$ cat src/rtl/fetch_unit_pkg.sv
// fetch_unit_pkg: shared fetch-stage types, the D-register layout and the reset PC constant.
package fetch_unit_pkg;
  localparam logic [31:0] RESET_PC_DEFAULT = 32'hbfc0_0000;
  typedef enum logic [1:0] {REQ, WAIT, HOLD} fetch_state_t;
  typedef struct packed {
    logic [31:0] instr;
    logic [31:0] pc;
    logic [31:0] valP;
    logic        adel;
  } d_reg_t;
endpackage

$ cat src/rtl/fetch_hold_buf.sv
// fetch_hold_buf: one-entry {instr, pc, adel} register with a bypass/buffered output select.
module fetch_hold_buf (
  input  logic        clk,
  input  logic        reset,
  input  logic        load,
  input  logic        sel_buf,
  input  logic [31:0] in_instr,
  input  logic [31:0] in_pc,
  input  logic        in_adel,
  output logic [31:0] out_instr,
  output logic [31:0] out_pc,
  output logic        out_adel
);
  logic [31:0] instr_q, instr_d, pc_q, pc_d;
  logic        adel_q, adel_d;
  always_comb begin
    instr_d = load ? in_instr : instr_q;
    pc_d    = load ? in_pc : pc_q;
    adel_d  = load ? in_adel : adel_q;
  end
  always_ff @(posedge clk or posedge reset) begin
    if (reset) begin
      instr_q <= '0;
      pc_q    <= '0;
      adel_q  <= 1'b0;
    end else begin
      instr_q <= instr_d;
      pc_q    <= pc_d;
      adel_q  <= adel_d;
    end
  end
  assign out_instr = sel_buf ? instr_q : in_instr;
  assign out_pc    = sel_buf ? pc_q : in_pc;
  assign out_adel  = sel_buf ? adel_q : in_adel;
endmodule

$ cat src/rtl/fetch_unit.sv
// fetch_unit: PC, single-outstanding instruction-bus handshake, stall buffer and delay-slot redirects.
// FETCH_ALIGN_CHECK_EN: misaligned PCs produce one adel nop instead of a bus request.
module fetch_unit
  import fetch_unit_pkg::*;
#(
  parameter logic [31:0] RESET_PC = RESET_PC_DEFAULT
) (
  input  logic        clk,
  input  logic        reset,
  output logic        ireq_valid,
  output logic [31:0] ireq_addr,
  input  logic        ireq_addr_ok,
  input  logic        iresp_data_ok,
  input  logic [31:0] iresp_data,
  output logic        out_valid,
  input  logic        out_ready,
  output logic [31:0] out_instr,
  output logic [31:0] out_pc,
  output logic [31:0] out_valP,
  input  logic        redirect_valid,
  input  logic [31:0] redirect_pc,
  output logic        out_adel
);
  fetch_state_t state_q, state_d;
  logic [31:0]  pc_q, pc_d, inflight_pc_q, inflight_pc_d, pend_pc_q, pend_pc_d;
  logic         pend_valid_q, pend_valid_d;
  logic         buf_load, misaligned, in_adel, buf_adel, adel_out;
  logic [31:0]  in_instr, in_pc, buf_instr, buf_pc;
  d_reg_t       d_out;

`ifdef FETCH_ALIGN_CHECK_EN
  logic spent_q, spent_d;
  assign misaligned = pc_q[1:0] != 2'b00;
  assign ireq_addr  = pc_q;
  // An adel nop is offered once, then fetch idles in HOLD until redirected.
  assign spent_d    = state_q == HOLD && state_d == HOLD && buf_adel && (spent_q || out_ready);
  assign out_valid  = (state_q == WAIT && iresp_data_ok) || (state_q == HOLD && !(buf_adel && spent_q));
  assign adel_out   = out_valid && buf_adel;
  always_ff @(posedge clk or posedge reset) begin
    if (reset) spent_q <= 1'b0;
    else spent_q <= spent_d;
  end
`else
  assign misaligned = 1'b0;
  assign ireq_addr  = {pc_q[31:2], 2'b00};
  assign out_valid  = (state_q == WAIT && iresp_data_ok) || state_q == HOLD;
  assign adel_out   = 1'b0;
`endif

  assign ireq_valid = state_q == REQ && !reset && !misaligned;

  always_comb begin
    state_d       = state_q;
    pc_d          = pc_q;
    inflight_pc_d = inflight_pc_q;
    pend_valid_d  = pend_valid_q;
    pend_pc_d     = pend_pc_q;
    buf_load      = 1'b0;
    in_instr      = iresp_data;
    in_pc         = inflight_pc_q;
    in_adel       = 1'b0;
    case (state_q)
      REQ: begin
        if (misaligned) begin
          if (redirect_valid) pc_d = redirect_pc;
          else begin
            buf_load = 1'b1;
            in_instr = '0;
            in_pc    = pc_q;
            in_adel  = 1'b1;
            state_d  = HOLD;
          end
        end else if (ireq_addr_ok) begin
          inflight_pc_d = pc_q;
          pc_d          = redirect_valid ? redirect_pc : pend_valid_q ? pend_pc_q : pc_q + 32'd4;
          pend_valid_d  = 1'b0;
          state_d       = WAIT;
        end else if (redirect_valid) begin
          // The delay-slot address is already on the bus; park the target until it is accepted.
          pend_valid_d = 1'b1;
          pend_pc_d    = redirect_pc;
        end
      end
      WAIT: begin
        if (redirect_valid) pc_d = redirect_pc;
        if (iresp_data_ok) begin
          buf_load = !out_ready;
          state_d  = out_ready ? REQ : HOLD;
        end
      end
      default: begin
        if (redirect_valid) pc_d = redirect_pc;
        state_d = buf_adel ? (redirect_valid ? REQ : HOLD) : (out_ready ? REQ : HOLD);
      end
    endcase
  end

  always_ff @(posedge clk or posedge reset) begin
    if (reset) begin
      state_q       <= REQ;
      pc_q          <= RESET_PC;
      inflight_pc_q <= RESET_PC;
      pend_valid_q  <= 1'b0;
      pend_pc_q     <= '0;
    end else begin
      state_q       <= state_d;
      pc_q          <= pc_d;
      inflight_pc_q <= inflight_pc_d;
      pend_valid_q  <= pend_valid_d;
      pend_pc_q     <= pend_pc_d;
    end
  end

  fetch_hold_buf u_hold_buf (
    .clk      (clk),
    .reset    (reset),
    .load     (buf_load),
    .sel_buf  (state_q == HOLD),
    .in_instr (in_instr),
    .in_pc    (in_pc),
    .in_adel  (in_adel),
    .out_instr(buf_instr),
    .out_pc   (buf_pc),
    .out_adel (buf_adel)
  );

  assign d_out     = '{instr: buf_instr, pc: buf_pc, valP: buf_pc + 32'd4, adel: adel_out};
  assign out_instr = d_out.instr;
  assign out_pc    = d_out.pc;
  assign out_valP  = d_out.valP;
  assign out_adel  = d_out.adel;
endmodule
$ cat config.mk
export PLATFORM = sky130hd
export DESIGN_NAME = fetch_unit
export DESIGN_NICKNAME = d
export VERILOG_FILES = /design/src/rtl/fetch_unit_pkg.sv /design/src/rtl/fetch_hold_buf.sv /design/src/rtl/fetch_unit.sv
export SDC_FILE = /design/constraint.sdc
export NUM_CORES = 1
export LEC_CHECK = 0
export CAP_MARGIN = 20
export CORE_ASPECT_RATIO = 0.9
export CORE_MARGIN = 2
export CORE_UTILIZATION = 45
export CTS_BUF_LIST = sky130_fd_sc_hd__clkbuf_8
export CTS_CLUSTER_SIZE = 12
export DETAILED_ROUTE_END_ITERATION = 16
export GPL_TIMING_DRIVEN = 0
export PLACE_DENSITY = 0.73
export RECOVER_POWER = 50
export SYNTH_ARGS = -nofsm -noshare
export SYNTH_HDL_FRONTEND = slang
export SYNTH_SLANG_ARGS = --single-unit
$ cat constraint.sdc
create_clock -name clk -period 5.75 [get_ports clk]
set_clock_uncertainty 0.2 [all_clocks]
set_input_delay 0.575 -clock clk [delete_from_list [all_inputs] [get_ports clk]]
set_output_delay 0.575 -clock clk [all_outputs]
set_load 0.02 [all_outputs]
==> flow_summary_export.csv <==
group,metric,value,unit
yosys,synth_cells,817,
yosys,synthAdderAreaFrac,0.279,%
sta,slew_violations,101,
floorplanning,initial_utilization,46.3,%
critical_path,worstPathArrival,4.55,ns
critical_path,critPathRequiredTime,4.97,ns
critical_path,cp_max_fo,10,
yosys,synth_top_family_by_area,"multiplexers",
drt,drc_errors,0,
layout,most-common-layout-cells,"mux2_2 (180), clkdlybuf4s50_1 (165), dfrtp_1 (145), nand2_1 (60), a21oi_1 (47)",
layout,antenna_cells_inserted,0,
clock_tree,numCtsBuffers,17,
run_status,violations,"capacitance limit, slew limit",
yosys,synth_seq_cells,163,
sta,setup_violations,0,
drt,wl,24500,um
clock_tree,clkTransAtPathRegs,0.08,ns
clock_tree,tritoncts,"done",
clock_tree,insertion_delay,0.46,ns
yosys,synth.area.mux_share,25.1,%
floorplanning,num_rows,48,
yosys,async_reset_ff_share,100,%
clock_tree,cts.path.max_buffers,2,
layout,area_delta_synth_final,31.0,%
critical_path,crit_path_start,"state_q[1]",
critical_path,rr_endpoint,"pc_q[6]",
yosys,postSynthAreaPerCell,11.0,um2
critical_path,reg2reg_from,"state_q[1]",
drt,avgRoutedWirePerCell,18.8,um
pwr,power_density,530,nW/um2
critical_path,cp-start-kind,"flop",
critical_path,endpoint_kind,"output pin",
yosys,synth-main-ff-cell,"dfrtp_1",
yosys,ys_seq_area_share,45.8,%
sta,maxSlewHeadroom,-132,%
clock_tree,htree_levels,4,
floorplanning,core,19300,um2
yosys,synth_xor_area_share,4.21,%
drt,ant_nets,0,
min_path,holdCritPathClass,"reg2reg",
place,dpl-instance-area,11300,um2
yosys,synth_compound_area_share,7.46,%
run_status,status,"finished, violations left",
yosys,yosysTopAreaCell,"dfrtp_1",
drt,via_count,7031,
clock_tree,root_buffer,"clkbuf_8",
global_route,first_global_vias,6840,
yosys,ys_warn_count,0,
place,gp_congestion,0.868,
sta,fin_setup_tns,0,ns
drt,firstDrtPassIters,5,
layout,final_util,60.7,%
yosys,synth_edf_count,0,
critical_path,worstRegToRegCells,6,
yosys,synth-simple-area-share,11.3,%
sta,max_freq,0.188,GHz
yosys,synth_area_leaders,"dfrtp_1 (41%), mux2_2 (23%), dfstp_2 (5.3%)",
pwr,leakage,4.90,nW
sta,min_period,5.33,ns
yosys,synth.distinct_cells,56,
place,dp_hpwl,17900,um
critical_path,rrSetupSlack,2.28,ns
place,dp_cells,1267,
place,port-buffer-count,197,
global_route,grt_remaining_overflow,0,
sta,worstMarginPinSlew,3.48,ns
critical_path,endpoint,"out_valP[30]",
layout,nets,1108,
sta,hold_viol,0,
sta,rsz0062_at_grt,"no",
global_route,grt_first_pass_wirelength,38100,um
floorplanning,die_h,138,um
critical_path,path_class,"reg2out",
layout,layout_commonest_cell,"mux2_2",
layout,final_layout_size_suffix_gt1_share,27.3,%
yosys,yosysTopAreaCellShare,40.5,%
layout,final_cells,1299,
drt,drt-initial-drc-count,507,
global_route,grt_max_degree,91,
global_route,grt_usage,23.2,%
floorplanning,ioPinCount,201,
clock_tree,clock-sinks,163,
floorplanning,die-area,21000,um2
layout,fill_cells,1643,
global_route,grt_antenna_before_repair,0,
yosys,syn_area,8950,um2
flow_run,max_cap_violations,2,
pwr,peakVddDrop,0.000475,V
clock_tree,postCtsHoldBufs,0,
sta,period_share,92.6,%
layout,final_cell_area,11700,um2
drt,viasPerCell,5.41,
floorplanning,dieWidth,153,um
==> registers in the layout, indices dropped and copies added, names as in the netlist <==
register,flops
pend_pc_q,32
state_q,2
u_hold_buf.instr_q,32
inflight_pc_q,32
u_hold_buf.pc_q,32
pend_valid_q,1
pc_q,32
==> routing by layer <==
layer  GRT usage [%]  share of wire (%)  up-vias
met5               0                  0        -
li1                -                  -     3284
met4            6.43                1.4        0
met1            32.6                 46     3422
met3            6.13                7.3       27
met2            35.8                 45      298
==> cells by family (layout without fill, tap and decap cells) <==
kind of cell,count (synthesis),after routing
AOI/OAI and AO/OA,114,114
xor gates and xnor gates,43,43
adders and majority gates,2,2
buffers and inverters,95,325
DFF,163,163
muxes,200,200
other,1,3
and+or+nand+nor,199,199
==> metrics by stage <==
step                hold WS, ns  worst slack, ns  total power, W
floorplan                 0.244            0.600         0.00399
global placement          0.282            -1.78         0.00522
detailed placement        0.290            0.730         0.00529
CTS                       0.309            0.238         0.00629
global route              0.323            0.192         0.00658
finish                    0.308            0.424         0.00622
==> cell usage after synthesis, drive strengths merged (2+ instances only) <==
cell	n
and4b	2
nand2b	6
and2	3
mux2i	19
xnor2	31
nor2	44
inv	17
and4	4
buf	52
ha	2
dfstp	18
o211ai	5
nor3	12
o2111ai	2
dfrtp	145
nand4	6
nor4	4
o21ai	37
a31oi	10
nand3	26
nor2b	3
a21oi	47
nand2	60
a21boi	2
xor2	12
mux2	181
and2b	2
clkbuf	26
or3	4
and3	18
==> layout make-up <==
| cell class | count | area [um2] | area share (%) |
|---|---|---|---|
| Inverter | 17 | 63.8 | 0.544 |
| Clock buffer | 18 | 248 | 2.11 |
| Tap cell | 250 | 313 | 2.67 |
| Sequential cell | 163 | 4100 | 35.0 |
| Multi-Input combinational cell | 561 | 4330 | 36.9 |
| Timing Repair Buffer | 198 | 2000 | 17.0 |
| Buffer | 78 | 455 | 3.88 |
| Clock inverter | 14 | 219 | 1.87 |
==> worst min path at each step <==
stage	endpoint	slack [ns]	cells past startpoint	from
after floorplan	pc_q[0]	0.24	2	pc_q[0]
after global placement	pend_pc_q[1]	0.28	1	pend_pc_q[1]
after detailed placement	pend_pc_q[10]	0.29	1	pend_pc_q[10]
after CTS	pend_pc_q[10]	0.31	1	pend_pc_q[10]
after global routing	pend_pc_q[22]	0.32	1	pend_pc_q[22]
final	pend_pc_q[22]	0.31	1	pend_pc_q[22]
==> worst max-delay path: stages, from the launching register on <==
cell and delay [ns]:
dfrtp_1 0.42, nand2b_4 0.12, buf_6 0.17, buf_6 0.19
buf_2 0.29, buf_2 0.36, buf_2 0.34, mux2_2 0.23
ha_1 0.16, nor2b_2 0.37, nor4b_4 0.47, and3_1 0.23
xnor2_1 0.12, clkdlybuf4s50_1 0.62
==> report_power, final <==
group | internal, W | switching, W | leakage [nW]
clock network | 0.000564 | 0.000416 | 0.251
registers | 0.00172 | 0.000497 | 1.91
logic | 0.00154 | 0.00149 | 2.74
total | 0.00382 | 0.00240 | 4.90
==> repair_timing <==
item,4_1_cts,5_1_grt
buffers inserted,0,0
setup endpoints to repair,0,1
resized for setup,0,1
No activity file was read; power rests on OpenSTA's default activity.
